==> config.mk <==
export PLATFORM = sky130hd
export DESIGN_NAME = scaler_h_mch_flat
export DESIGN_NICKNAME = d
export VERILOG_FILES = /design/src/rtl/scaler_h_mch_if.sv /design/src/rtl/scaler_h_mch.sv /design/src/flat_wrapper.sv
export SDC_FILE = /design/constraint.sdc
export NUM_CORES = 1
export LEC_CHECK = 0
export ABC_AREA = 0
export CAP_MARGIN = 10
export CORE_MARGIN = 2
export CORE_UTILIZATION = 57
export CTS_BUF_LIST = sky130_fd_sc_hd__clkbuf_16
export DETAILED_ROUTE_END_ITERATION = 10
export GPL_TIMING_DRIVEN = 1
export HOLD_SLACK_MARGIN = 0.1
export PLACE_DENSITY = 0.84
export SETUP_SLACK_MARGIN = 0.02
export SLEW_MARGIN = 20
export SYNTH_ARGS = -nofsm -noshare
export SYNTH_HDL_FRONTEND = slang
export SYNTH_SLANG_ARGS = --single-unit
==> constraint.sdc <==
create_clock -name clk -period 8.3 [get_ports clk]
set_input_delay 1.66 -clock clk [delete_from_list [all_inputs] [get_ports clk]]
set_output_delay 1.66 -clock clk [all_outputs]
set_load 0.01 [all_outputs]
==> src/rtl/scaler_h_mch_if.sv <==
// Pixel stream bundle for the horizontal scaler: input sample/sync, output sample/sync, error flag.
interface scaler_h_mch_if #(
  parameter int CHANNELS    = 1,
  parameter int PIXEL_WIDTH = 8,
  parameter int STEP_WIDTH  = 16
);
  logic [STEP_WIDTH-1:0]           scale_step;
  logic [CHANNELS*PIXEL_WIDTH-1:0] di_i;
  logic                            de_i;
  logic                            hs_i;
  logic                            vs_i;
  logic [CHANNELS*PIXEL_WIDTH-1:0] do_o;
  logic                            de_o;
  logic                            hs_o;
  logic                            vs_o;
  logic                            err_o;

  modport master (
    output scale_step, di_i, de_i, hs_i, vs_i,
    input  do_o, de_o, hs_o, vs_o, err_o
  );

  modport slave (
    input  scale_step, di_i, de_i, hs_i, vs_i,
    output do_o, de_o, hs_o, vs_o, err_o
  );
endinterface

==> src/rtl/scaler_h_mch.sv <==
// Horizontal multi-channel linear scaler; 3 cycles from pixel acceptance to its first output.
// No backpressure: a one-entry hold absorbs a pixel during emission, further pixels drop and set err_o.
module scaler_h_mch #(
  parameter int CHANNELS    = 1,
  parameter int PIXEL_WIDTH = 8,
  parameter int PIXEL_STEP  = 128,
  parameter int STEP_WIDTH  = 16,
  parameter int MAX_LINE    = 4096
) (
  input  logic           clk,
  input  logic           rst_n,
  scaler_h_mch_if.slave  bus
);
  localparam int W_BITS    = $clog2(PIXEL_STEP);
  localparam int WW        = W_BITS + 1;
  localparam int LINE_BITS = $clog2(MAX_LINE * PIXEL_STEP + 1);
  localparam int POS_W     = ((LINE_BITS > STEP_WIDTH) ? LINE_BITS : STEP_WIDTH) + 1;
  localparam int SW        = PIXEL_WIDTH + WW + 1;
  localparam int DW        = CHANNELS * PIXEL_WIDTH;
  localparam logic [POS_W-1:0] STEP_P  = POS_W'(PIXEL_STEP);
  localparam logic [WW-1:0]    STEP_WT = WW'(PIXEL_STEP);

  typedef enum logic [1:0] {IDLE, SEG, EMIT} state_t;
  state_t state, state_nx;

  logic                  armed;
  logic [STEP_WIDTH-1:0] step_r;
  logic [POS_W-1:0]      pos, seg_end, pos_nx;
  logic [DW-1:0]         cur, prev, hold_dat, ld_dat;
  logic                  hold_vld;
  logic                  in_seg, seg_done;
  logic                  ld, ld_hold, first, hold_set, hold_take, ovf, fire;

  logic                  s1_vld;
  logic [WW-1:0]         s1_w;
  logic [DW-1:0]         s1_a, s1_b, mix, do_r;
  logic                  de_r, err_r;
  logic [2:0]            hs_pipe, vs_pipe;

  // pos is the next output position; seg_end is n*PIXEL_STEP for the current pixel
  assign pos_nx   = pos + POS_W'(step_r);
  assign in_seg   = (pos <= seg_end);
  assign seg_done = !in_seg || (pos_nx > seg_end);
  assign ld_dat   = ld_hold ? hold_dat : bus.di_i;

  always_ff @(posedge clk or negedge rst_n) begin
    if (!rst_n) state <= IDLE;
    else        state <= state_nx;
  end

  // Segment boundaries chain straight into the next pixel so one pixel per cycle is sustained
  always_comb begin
    state_nx  = state;
    ld        = 1'b0;
    ld_hold   = 1'b0;
    first     = 1'b0;
    hold_set  = 1'b0;
    hold_take = 1'b0;
    ovf       = 1'b0;
    fire      = 1'b0;
    if (bus.hs_i) begin
      state_nx = IDLE;
    end else begin
      case (state)
        IDLE: if (bus.de_i && armed) begin
          ld       = 1'b1;
          first    = 1'b1;
          state_nx = EMIT;
        end
        SEG: if (hold_vld) begin
          ld        = 1'b1;
          ld_hold   = 1'b1;
          hold_take = 1'b1;
          hold_set  = bus.de_i;
          state_nx  = EMIT;
        end else if (bus.de_i) begin
          ld       = 1'b1;
          state_nx = EMIT;
        end
        EMIT: begin
          fire = in_seg;
          if (seg_done) begin
            if (hold_vld) begin
              ld        = 1'b1;
              ld_hold   = 1'b1;
              hold_take = 1'b1;
              hold_set  = bus.de_i;
            end else if (bus.de_i) begin
              ld = 1'b1;
            end else begin
              state_nx = SEG;
            end
          end else if (bus.de_i) begin
            if (hold_vld) ovf      = 1'b1;
            else          hold_set = 1'b1;
          end
        end
        default: ;
      endcase
    end
  end

  always_ff @(posedge clk or negedge rst_n) begin
    if (!rst_n) begin
      armed    <= 1'b0;
      step_r   <= '0;
      pos      <= '0;
      seg_end  <= '0;
      cur      <= '0;
      prev     <= '0;
      hold_dat <= '0;
      hold_vld <= 1'b0;
    end else if (bus.hs_i) begin
      armed    <= 1'b1;
      step_r   <= (bus.scale_step == '0) ? STEP_WIDTH'(1) : bus.scale_step;
      pos      <= '0;
      seg_end  <= '0;
      hold_vld <= 1'b0;
    end else begin
      if (fire) pos <= pos_nx;
      if (ld) begin
        cur     <= ld_dat;
        prev    <= first ? ld_dat : cur;
        seg_end <= first ? '0 : seg_end + STEP_P;
      end
      if (hold_set) begin
        hold_dat <= bus.di_i;
        hold_vld <= 1'b1;
      end else if (hold_take) begin
        hold_vld <= 1'b0;
      end
    end
  end

  function automatic logic [PIXEL_WIDTH-1:0] blend(input logic [PIXEL_WIDTH-1:0] a,
                                                   input logic [PIXEL_WIDTH-1:0] b,
                                                   input logic [WW-1:0]          w);
    logic [SW-1:0] acc;
    acc = SW'(a) * SW'(STEP_WT - w) + SW'(b) * SW'(w) + SW'(PIXEL_STEP / 2);
    return PIXEL_WIDTH'(acc >> W_BITS);
  endfunction

  always_comb begin
    mix = '0;
    for (int k = 0; k < CHANNELS; k++) begin
      mix[k*PIXEL_WIDTH +: PIXEL_WIDTH] = blend(s1_a[k*PIXEL_WIDTH +: PIXEL_WIDTH],
                                                s1_b[k*PIXEL_WIDTH +: PIXEL_WIDTH], s1_w);
    end
  end

  always_ff @(posedge clk or negedge rst_n) begin
    if (!rst_n) begin
      s1_vld  <= 1'b0;
      s1_w    <= '0;
      s1_a    <= '0;
      s1_b    <= '0;
      de_r    <= 1'b0;
      do_r    <= '0;
      err_r   <= 1'b0;
      hs_pipe <= '0;
      vs_pipe <= '0;
    end else begin
      s1_vld <= fire;
      if (fire) begin
        // pixel 0 has seg_end 0 and pos 0, giving a full weight on itself
        s1_w <= WW'(pos + STEP_P - seg_end);
        s1_a <= prev;
        s1_b <= cur;
      end
      de_r <= s1_vld;
      if (s1_vld) do_r <= mix;
      hs_pipe <= {hs_pipe[1:0], bus.hs_i};
      vs_pipe <= {vs_pipe[1:0], bus.vs_i};
      err_r   <= ovf | (err_r & ~bus.vs_i);
    end
  end

  assign bus.do_o  = do_r;
  assign bus.de_o  = de_r;
  assign bus.hs_o  = hs_pipe[2];
  assign bus.vs_o  = vs_pipe[2];
  assign bus.err_o = err_r;
endmodule

==> src/flat_wrapper.sv <==
// flat-port wrapper written by rule: the top's interface ports become plain ports
module scaler_h_mch_flat 
#(
  parameter int CHANNELS    = 1,
  parameter int PIXEL_WIDTH = 8,
  parameter int PIXEL_STEP  = 128,
  parameter int STEP_WIDTH  = 16,
  parameter int MAX_LINE    = 4096
)
  (clk, rst_n, bus_scale_step, bus_di_i, bus_de_i, bus_hs_i, bus_vs_i, bus_do_o, bus_de_o, bus_hs_o, bus_vs_o, bus_err_o);
  scaler_h_mch_if #(.CHANNELS(CHANNELS), .PIXEL_WIDTH(PIXEL_WIDTH), .STEP_WIDTH(STEP_WIDTH)) bus_i ();
  input  logic clk;
  input  logic rst_n;
  input wire logic [$bits(bus_i.scale_step)-1:0] bus_scale_step;
  input wire logic [$bits(bus_i.di_i)-1:0] bus_di_i;
  input wire logic [$bits(bus_i.de_i)-1:0] bus_de_i;
  input wire logic [$bits(bus_i.hs_i)-1:0] bus_hs_i;
  input wire logic [$bits(bus_i.vs_i)-1:0] bus_vs_i;
  output wire logic [$bits(bus_i.do_o)-1:0] bus_do_o;
  output wire logic [$bits(bus_i.de_o)-1:0] bus_de_o;
  output wire logic [$bits(bus_i.hs_o)-1:0] bus_hs_o;
  output wire logic [$bits(bus_i.vs_o)-1:0] bus_vs_o;
  output wire logic [$bits(bus_i.err_o)-1:0] bus_err_o;
  assign bus_i.scale_step = bus_scale_step;
  assign bus_i.di_i = bus_di_i;
  assign bus_i.de_i = bus_de_i;
  assign bus_i.hs_i = bus_hs_i;
  assign bus_i.vs_i = bus_vs_i;
  assign bus_do_o = bus_i.do_o;
  assign bus_de_o = bus_i.de_o;
  assign bus_hs_o = bus_i.hs_o;
  assign bus_vs_o = bus_i.vs_o;
  assign bus_err_o = bus_i.err_o;
  scaler_h_mch #(.CHANNELS(CHANNELS), .PIXEL_WIDTH(PIXEL_WIDTH), .PIXEL_STEP(PIXEL_STEP), .STEP_WIDTH(STEP_WIDTH), .MAX_LINE(MAX_LINE)) u_core (.clk(clk), .rst_n(rst_n), .bus(bus_i));
endmodule
### Word level (Yosys, flattened, before mapping)

Cells that the tools add are included.

| word-level totals | value |
|---|---|
| input bits | 29 |
| bits in registers | 127 |
| word-level logic and storage cells | 95 |

| operators by class | value |
|---|---|
| bitwise operators | 4 |
| $add $sub $neg | 7 |
| equality and inequality tests | 7 |
| mux-type cells | 43 |
| $mul | 2 |
| reduce and logical (&&, ||, !) cells | 12 |
| magnitude comparators | 2 |

Operators by type and width:

| cell | count |
|---|---|
| two-way mux 21 bit | 5 |
| two-way mux 1 bit | 24 |
| adder 21 x 16 -> 21 bit | 1 |
| adder 21 x 8 -> 21 bit, second input constant | 1 |
| > comparator 21 bit | 1 |
| <= comparator 21 bit | 1 |
| multiplier 8 x 17 -> 15 bit | 1 |
| logical NOT 16 bit | 1 |
| two-way mux 16 bit | 1 |
| two-way mux 8 bit | 2 |
| adder 15 bit | 1 |
| adder 15 x 7 -> 15 bit, second input constant | 1 |
| multiplier 8 x 8 -> 15 bit | 1 |
| two-way mux 2 bit | 7 |
| subtractor 8 x 8 -> 9 bit, first input constant | 1 |
| adder 8 bit, second input constant | 1 |
| subtractor 8 bit | 1 |
| != test 3 x 2 -> 1 bit, second input constant | 2 |
| != test 3 bit, second input constant | 2 |
| case mux 2 bit (3 select lines) | 1 |
| AND reduction 6 bit | 1 |
| != test 4 x 3 -> 1 bit, second input constant | 1 |
| case mux 1 bit (2 select lines) | 2 |
| AND reduction 2 bit | 2 |
| other kinds (13) | 15 |

### Longest topological paths before layout

Gate-level depths: netlist (run 1).

| logic depth | value |
|---|---|
| word-level depth | 9 |
| depth in mapped cells | 24 |
| gate-level depth less buffers | 24 |

### Worst setup path after synthesis (run 1)

Ideal clock, no wire load.

| path | value |
|---|---|
| kind | register -> register |
| start point | reg u_core.s1_w[1] |
| end point | reg u_core.do_r[7] (netlist: u_core.bus.do_o[7]) |
| period minus slack after synthesis | 6.177 ns |
| setup slack | 2.123 ns |
| data arrival time | 6.052 ns |
| cell stages (with the launch flop) | 22 |
| library setup time | 0.125 ns |
| required time | 8.175 ns |
| cells stage by stage | dfrtp_1 > clkbuf_1 > nor4b_1 > xnor2_1 > and2_1 > fa_1 > inv_1 > fa_1 > fa_1 > inv_1 > fa_1 > fa_1 > inv_1 > fa_1 > inv_1 > ha_1 > or3_1 > o21ai_0 > nor3_1 > a2111oi_0 > xnor2_1 > mux2_2 |

| between the ends | value |
|---|---|
| word-level cells in the longest chain between the ends | 4 |

Ends and longest elaborated chain:

| element | line | text |
|---|---|---|
| start: declaration | scaler_h_mch.sv:35 | `logic [WW-1:0] s1_w;` |
| start signal: assignment | scaler_h_mch.sv:166 | `s1_w <= WW'(pos + STEP_P - seg_end);` |
| subtractor 8 x 8 -> 9 bit | scaler_h_mch.sv:139 | `acc = SW'(a) * SW'(STEP_WT - w) + SW'(b) * SW'(w) + SW'(PIXEL_STEP / 2);` |
| multiplier 8 x 17 -> 15 bit | scaler_h_mch.sv:139 |  |
| adder 15 bit (*) | scaler_h_mch.sv:139 |  |
| adder 15 x 7 -> 15 bit (*) | scaler_h_mch.sv:139 |  |
| end signal: assignment | scaler_h_mch.sv:171 | `if (s1_vld) do_r <= mix;` |
| end: declaration | scaler_h_mch.sv:36 | `logic [DW-1:0] s1_a, s1_b, mix, do_r;` |

Every way passes the cells marked *; elsewhere a longest branch is shown, timed or not.
A chain may end at the register's enable or synchronous reset.

### Worst setup path after layout (run 1)

| path | value |
|---|---|
| start point | reg u_core.s1_w[0] |
| end point | reg u_core.do_r[7] (netlist: u_core.bus.do_o[7]) |

Same word-level chain as after synthesis.

==> results of run 1 <==
-- synthesized netlist by cell type, types with 8 or more instances --
cell	count
sky130_fd_sc_hd__a21o_1	10
sky130_fd_sc_hd__a21oi_1	64
sky130_fd_sc_hd__and2_1	84
sky130_fd_sc_hd__and3_1	17
sky130_fd_sc_hd__clkbuf_1	28
sky130_fd_sc_hd__dfrtp_1	120
sky130_fd_sc_hd__fa_1	110
sky130_fd_sc_hd__ha_1	117
sky130_fd_sc_hd__inv_1	199
sky130_fd_sc_hd__mux2_2	49
sky130_fd_sc_hd__mux2i_1	16
sky130_fd_sc_hd__nand2_1	74
sky130_fd_sc_hd__nand3_1	32
sky130_fd_sc_hd__nor2_1	63
sky130_fd_sc_hd__nor3_1	17
sky130_fd_sc_hd__o21a_1	8
sky130_fd_sc_hd__o21ai_0	24
sky130_fd_sc_hd__o221ai_1	8
sky130_fd_sc_hd__or3_1	8
sky130_fd_sc_hd__xnor2_1	43
sky130_fd_sc_hd__xor2_1	11
-- final cells by class --
cell class / count / area, µm²
well taps: 270 / 338
inverters: 199 / 747
clock buffers: 17 / 425
clock inverters: 15 / 154
fillers: 1599 / 7280
flip-flops and latches: 120 / 3000
repair buffers: 47 / 445
multi-input cells: 841 / 7650
-- sequential cells by signal (all words and copies together), names as in the netlist --
name / cells
u_core.bus.de_o: 1
u_core.cur: 8
u_core.s1_w: 8
u_core.bus.err_o: 1
u_core.bus.do_o: 8
u_core.pos: 21
u_core.hold_vld: 1
u_core.s1_a: 8
u_core.seg_end: 14
u_core.hold_dat: 8
u_core.hs_pipe: 3
u_core.s1_vld: 1
u_core.state: 2
u_core.armed: 1
u_core.vs_pipe: 3
u_core.step_r: 16
u_core.prev: 8
u_core.s1_b: 8
-- layout by cell type (no fill, tap or decap), types with 8 or more instances in the layout --
cell type                         Yosys  final
sky130_fd_sc_hd__a21oi_1             64     64
sky130_fd_sc_hd__and3_1              17     17
sky130_fd_sc_hd__nor2_1              63     62
sky130_fd_sc_hd__mux2_2              49     49
sky130_fd_sc_hd__clkdlybuf4s50_1      0     38
sky130_fd_sc_hd__buf_4                0      8
sky130_fd_sc_hd__dfrtp_1            120    120
sky130_fd_sc_hd__o221ai_1             8      8
sky130_fd_sc_hd__nand3_1             32     32
sky130_fd_sc_hd__xnor2_1             43     43
sky130_fd_sc_hd__and2_1              84     84
sky130_fd_sc_hd__inv_1              199    199
sky130_fd_sc_hd__ha_1               117    117
sky130_fd_sc_hd__or3_1                8      8
sky130_fd_sc_hd__nor3_1              17     17
sky130_fd_sc_hd__clkbuf_16            0     17
sky130_fd_sc_hd__mux2i_1             16     16
sky130_fd_sc_hd__fa_1               110    110
sky130_fd_sc_hd__a21o_1              10     10
sky130_fd_sc_hd__nand2_1             74     74
sky130_fd_sc_hd__o21a_1               8      8
sky130_fd_sc_hd__xor2_1              11     11
sky130_fd_sc_hd__o21ai_0             24     24
-- per-stage QoR --
stage | hold WS, ns | instance area [µm²] | setup WS (ns)
4_1_cts | 0.350 | 12800 | 1.36
6_report | 0.348 | 12800 | 1.31
2_1_floorplan | 0.331 | 11500 | 2.12
3_5_place_dp | 0.337 | 12200 | 1.43
5_1_grt | 0.359 | 12800 | 0.918
3_3_place_gp | 0.333 | 12200 | 1.64
-- logic make-up after synthesis --
family	count (synthesis)
AO/OA/AOI/OAI	160
XOR/XNOR	54
adder cells (fa/ha/maj)	227
buffers and inverters	236
flip-flops	120
multiplexers	66
other	1
AND/OR/NAND/NOR	333
-- worst max-delay path: cells and delay by family (launching register included) --
| family | cells | cell delay, ns |
|---|---|---|
| compound gates | 1 | 0.47 |
| flops | 1 | 0.69 |
| fa+ha+maj | 8 | 3.69 |
| xor+xnor | 2 | 0.59 |
| mux | 1 | 0.27 |
| simple gates | 6 | 0.84 |
| buf+inv | 4 | 0.34 |
-- layer usage --
layer / routed length (µm) / global-route usage (%) / part of all wire (%)
met4: 565 / 8.11 / 2.3
met2: 12800 / 44.5 / 52
met3: 1050 / 3.91 / 4.3
met1: 10300 / 29.7 / 42
met5: 0 / 0 / 0
-- final timing paths --
kind                              startpoint                  to  depth (start not counted)  slack [ns]
max                           u_core.s1_w[0]  u_core.bus.do_o[7]                         22        1.31
min                        u_core.vs_pipe[0]   u_core.vs_pipe[1]                          0        0.35
max reg2reg                   u_core.s1_w[0]  u_core.bus.do_o[7]                         22        1.31
min reg2reg                u_core.vs_pipe[0]   u_core.vs_pipe[1]                          0        0.35
max in group asynchronous              rst_n       u_core.pos[6]                          2        5.70
min in group asynchronous              rst_n     u_core.bus.de_o                          1        1.31
==> out/results.txt, run 1 <==
STA classifies the critical path endpoint as a flop. Library cell used as clock root buffer: sky130_fd_sc_hd__clkbuf_16. Of the total synthesized cell area, the portion taken by AND, OR, NAND and NOR gates is 14.9%. For the pin with the worst max-slew slack, the measured transition is 0.843 ns. At the worst endpoint, the required time is 8.63 ns. After Yosys synthesis, full adders, half adders and majority gates account for 31.8% of the synthesized area. Across the routed clock network, the largest skew measured is 0.0113 ns. The run gives 0 as the number of antenna diodes. The number of placed instances, taps included, is 1,477. The placed wire-length estimate after detailed placement is 18,800 µm. The multiplexer share of the synthesized area is 6.27%, and the number of design-rule violations left by the first detailed-router iteration is 502. Of all nets on the critical path, the largest fanout is 18. Relative to the synthesized area, the layout overhead comes to 10.5%. The critical path goes through inv_1, ha_1, nand2_1, xor2_1, nand2_1, fa_1, fa_1, fa_1, inv_1, fa_1, fa_1, inv_1, fa_1, inv_1, ha_1, and3_1, nand3_1, and4_1, nor3_1, a2111oi_0, xnor2_1, mux2_2. Entering global routing, the biggest net connects 62 pins.

The average wire length per cell after detail routing works out to 16.3 µm. Largest family of logic cells by synthesized area: adder cells. The H-tree was split into 4 levels. 41 I/O pins were placed. The run gives 43.8% as the worst slew slack as a fraction of its limit. The placeable core region was 20,000 µm²; the average via count per standard cell was 5.70. The total global routing overflow came out at 0. Summing the sequential cell areas from Yosys gives 26.0% of the chip area.

The die is 146 µm wide. Die area: 21,400 µm². After clock tree synthesis, the clock-pin slew on the worst setup and hold paths is 0.06 ns.

The number of enable-type register cells in the synthesized netlist was 0. The number of endpoints with negative hold slack in the final report is 0, and the number of distinct standard cells referenced by the synthesized netlist is 64. The post-route antenna net violation count was 0.

The worst hold path belongs to the class flop to flop. Each instance of the synthesized netlist takes up on average 9.64 µm². TritonCTS built the clock tree.

The clock passes through at most 2 buffers. The standard cell with the maximum stage delay on the critical path was sky130_fd_sc_hd__dfrtp_1. Setup repair after global routing left no endpoint under its margin. The largest single stage delay on the critical path is 0.69 ns. The library cell appearing most often on the critical path was sky130_fd_sc_hd__fa_1. sky130_fd_sc_hd__dfrtp_1 takes more of the synthesized area than any other cell.

Counting every sink on the clock net gives 120. The fraction of registers with async set/reset works out to 100%. The worst setup path is of the flop to flop kind.

The most used flip-flop cell after synthesis is sky130_fd_sc_hd__dfrtp_1. Summing the areas of all compound-gate instances in the mapped netlist gives 9.17% of the synthesized area. The logs give 0.900 for the final RePlAce weighted congestion and 0 for the count of synthesis-stage warnings from yosys. The run gives 7.32 ns as the worst endpoint data arrival time. The post-route setup TNS was 0 ns. The source-to-sink clock delay at the later pin of the worst-skew pair was 0.44 ns; the fraction of final layout cells with drive strength greater than 1 was 8.39%. The logs give 0.143 GHz for the maximum frequency from static timing analysis and 24,700 µm for the aggregate routed wire length.

Total number of vias: 8,602. The run finished with clean final reports. The port buffer count was 40; the number of maximum-capacitance violations was 0. STA classifies the critical path startpoint as a flop. Row generation in the floorplan step produced 52 rows. The area share of the largest cell type after synthesis is 26.0%.

Measured on the finished design, the core utilization comes to 63.7%. The tools report the via count of the first global-routing pass as 9,195. For this run, design rule violations remaining after detail routing come to 0. Post-CTS timing repair inserted 0 buffers for setup.

For this run, the post-layout net count is 1,482. The number of nets handed over by synthesis was 1,453. By area the synthesized netlist is led by sky130_fd_sc_hd__dfrtp_1 (26%), sky130_fd_sc_hd__fa_1 (19%), sky130_fd_sc_hd__ha_1 (13%), sky130_fd_sc_hd__inv_1 (6.5%), sky130_fd_sc_hd__mux2_2 (4.8%).

The post-layout minimum cycle time was 6.99 ns; the number of standard cells after synthesis was 1,197. The initial antenna violation count is 0, and the flip-flop and latch count after synthesis is 120. The count of hold buffers inserted by post-cts repair is 0. The number of standard cells in the final layout excluding fillers was 1,509; the total routing resource utilization after global routing was 24.5%. Setup violations remaining at the end of the flow were counted as 0.

The fraction of the cycle the final worst path needs was 84.2%. The run gives 0 as the max-slew violation count. The initial core utilization was 57.6%; the number of search-and-repair iterations in the first detailed-routing pass was 5. Summing the areas of all xor and xnor instances in the mapped netlist gives 4.10% of the synthesized area. The synthesized netlist occupies a cell area of 11,500 µm². The chip height was 146 µm; the first-pass GRT wire length was 42,800 µm.

The number of clock buffers added by TritonCTS is 17. Once the clock tree was built, the resizer swapped 0 gates to a different size.
Power of run 1 is left out: the tool's default activity adds up to more than one toggle a clock period on the data nets, which glitch-free logic cannot reach.
==> inputs of run 2 (changes only) <==
Settings changed: PLACE_DENSITY 0.84 to 0.87.
Clock period 8.3 ns to 5.7 ns, I/O delays scaled along.
==> run 2 against run 1 <==
The flow now finishes with violations (setup timing). Via count rose by 7.0%. Clock skew fell by 0.0035 ns. Die area did not move. Worst setup slack got worse by 1.7 ns. Critical path type unchanged. Register-to-register slack got worse by 1.7 ns. Hold slack barely moved. Highest routed layer unchanged. Routed wire length rose by 18%.
==> out/results.txt, run 2 (synthesized netlist as in run 1, its figures left out) <==
After detailed routing, the number of remaining DRC violations is 0. The clock-pin slew on the worst setup and hold paths works out to 0.06 ns. The register with the most flip-flops in the layout has 21 of them. The tools report the launch point of the worst hold path as u_core.vs_pipe[1]. Along the worst path, the maximum fanout reaches 7. For this design, the CTS-stage hold fixing added 0 buffers.

In the final routed layout, each cell accounts on average for 18.5 µm. The initial core utilization came out at 57.6%. On the final layout, the worst clock skew is 0.00782 ns.

By startpoint and endpoint, the worst setup path is classified as flop to flop. The count of buffers added on input and output ports is 40. The detail route stage leaves a number of antenna-violating nets equal to 0. In this run the cell area measured after placement is 12,800 µm². STA puts the critical path data arrival time at 6.40 ns.

The library cell used as clock root buffer is sky130_fd_sc_hd__clkbuf_16. For the number of design-rule violations left by the first detailed-router iteration, the log shows 796. The H-tree generated during clock tree synthesis spans 4 levels. The tools report the maximum frequency from static timing analysis as 0.164 GHz.

At the end of the flow the core is filled with cells to 68.4%. Clock latency on the worst-skew pair, taken at its later pin, is 0.43 ns. No sink is reached through more buffers than the 2 on the longest clock path. The run finished, with violations left. For the pin with the worst max-slew slack, the measured transition is 0.975 ns. For the placed cell count, the log shows 1,527. The via count of the first global-routing pass came out at 9,966. The die is 146 µm wide. Across all hold checks on the routed design, the worst slack comes to 0.348 ns. The worst setup path is launched from a flop. The final RePlAce weighted congestion is 0.922. The number of endpoints with negative hold slack in the final report came out at 0. In the final design database the tool counted 1,544 nets.

Setup repair after global routing could not meet its margin everywhere. After global routing the overflow that remains totals 0. The run gives 48,100 µm as the first-pass GRT wire length. The number of antenna diodes was 0. The post-layout minimum cycle time was 6.08 ns; the number of maximum-capacitance violations was 0. The slowest stage of the critical path belongs to the cell sky130_fd_sc_hd__fa_1. The routed layout has 9,207 vias. The average via count per standard cell is 5.86.

During I/O placement, the number of pins put on the boundary was 41. The final instance area came out at 13,700 µm². Of the available clock period, the critical path in the final layout requires 107%. Entering global routing, the biggest net connects 74 pins. For the number of search-and-repair iterations in the first detailed-routing pass, the log shows 6. The logs give 1,382 for the number of filler instances in the final layout and 20,600 µm for the placed wire-length estimate after detailed placement. Once layout is complete, the cells apart from fillers number 1,571.

The placeable core region was 20,000 µm²; the final worst slack was -0.383 ns. At the worst endpoint, the required time is 6.02 ns. In this run, CTS created clock tree buffers numbering 17. The top cell types in the final layout, fill and taps aside, are sky130_fd_sc_hd__inv_1 (187), sky130_fd_sc_hd__dfrtp_1 (118), sky130_fd_sc_hd__ha_1 (110), sky130_fd_sc_hd__fa_1 (105), sky130_fd_sc_hd__and2_1 (80).

After floorplanning, the core was divided into 52 placement rows. The tree built by TritonCTS fans out to 120 sinks. The startpoint identified for the worst register-to-register timing path is u_core.s1_w[2]. TritonCTS built the clock tree. Across every metal layer, demand over resource in global routing totals 28.1%. Leaving out fill and tap cells, the most frequent cell in the layout is sky130_fd_sc_hd__inv_1. Setup violations remaining at the end of the flow were counted as 6. The worst pin sits at a relative slew slack of 35.0%. Library cell appearing most often on the critical path: sky130_fd_sc_hd__fa_1. The area growth from synthesis to layout is 18.7%. The checks that failed: setup timing. The largest registers in the layout are u_core.pos: 21 flops, u_core.step_r: 16 flops, u_core.seg_end: 14 flops. In the final layout, the multi-input gates occupy 8080 µm². The max-slew violation count was 0. Category of the worst setup path capture point: a flop. For the initial antenna violation count, the log shows 0. The chip height works out to 146 µm.

Origin of the worst setup path: u_core.s1_w[2]. In this run the worst hold path is classified as flop to flop. The register with the most flip-flops in the final layout is u_core.pos.

The fraction of final layout cells with drive strength greater than 1 was 18.1%; the die area was 21,400 µm². Worst stage delay on the critical path: 0.58 ns. Traced cell by cell, the critical path runs through buf_6, nor2_4, buf_6, nand2_4, xor2_4, nand2_1, fa_1, fa_1, fa_2, inv_1, fa_1, fa_1, inv_1, fa_1, inv_2, ha_4, and3_4, nand3_2, and4_4, nor3_2, a2111oi_4, xnor2_1, mux2_4. The routed design has 29,000 µm of wire. For the area occupied by registers, the log shows 3010 µm².
## run 2: through the flow
step	TNS [ns]	worst slack (ns)
detailed placement	-1.90	-0.450
CTS	-1.02	-0.298
finish	-1.64	-0.383
global route	-2.86	-0.569
floorplan	-0.0346	-0.0346
global placement	-0.682	-0.236
## run 2: metal layers
metal | global-route usage [%] | share of wire (%) | vias up | wire length, µm
met2 | 52.1 | 53 | 398 | 15500
met3 | 5.22 | 5.1 | 135 | 1480
met1 | 31.1 | 36 | 4575 | 10600
met4 | 13.2 | 5.1 | 0 | 1470
met5 | 0 | 0 | - | 0
li1 | - | - | 4099 | -
## run 2: final cells by class
class / count / share of cell area, %
well taps: 270 / 2.47
clock inverters: 15 / 1.12
multi-input cells: 841 / 59.0
inverters: 199 / 5.45
clock buffers: 17 / 3.10
flip-flops and latches: 120 / 21.9
repair buffers: 109 / 6.96
## run 2: worst paths after layout
kind                                 endpoint  slack (ns)  depth (start not counted)
setup / recovery           u_core.bus.do_o[7]       -0.38                         23
hold / removal              u_core.vs_pipe[2]        0.35                          0
setup reg to reg           u_core.bus.do_o[7]       -0.38                         23
hold reg to reg             u_core.vs_pipe[2]        0.35                          0
max in group asynchronous        u_core.armed        3.66                          2
min in group asynchronous  u_core.bus.do_o[1]        0.85                          1
## run 2: critical path, delay by kind of cell (launching register included)
kind	cells	cell delay (ns)
and+or+nand+nor	7	1.06
adders and majority gates	7	3.34
muxes	1	0.26
DFF	1	0.47
buffers and inverters	5	0.42
xor gates and xnor gates	2	0.36
AOI/OAI and AO/OA	1	0.06
## run 2: timing repair
| item | 4_1_cts | 5_1_grt |
|---|---|---|
| setup buffers | 11 | 4 |
| gates resized for setup | 35 | 24 |
| pin swaps | 14 | 17 |
| setup endpoints to repair | 8 | 16 |
Power of run 2 is left out for the same reason.
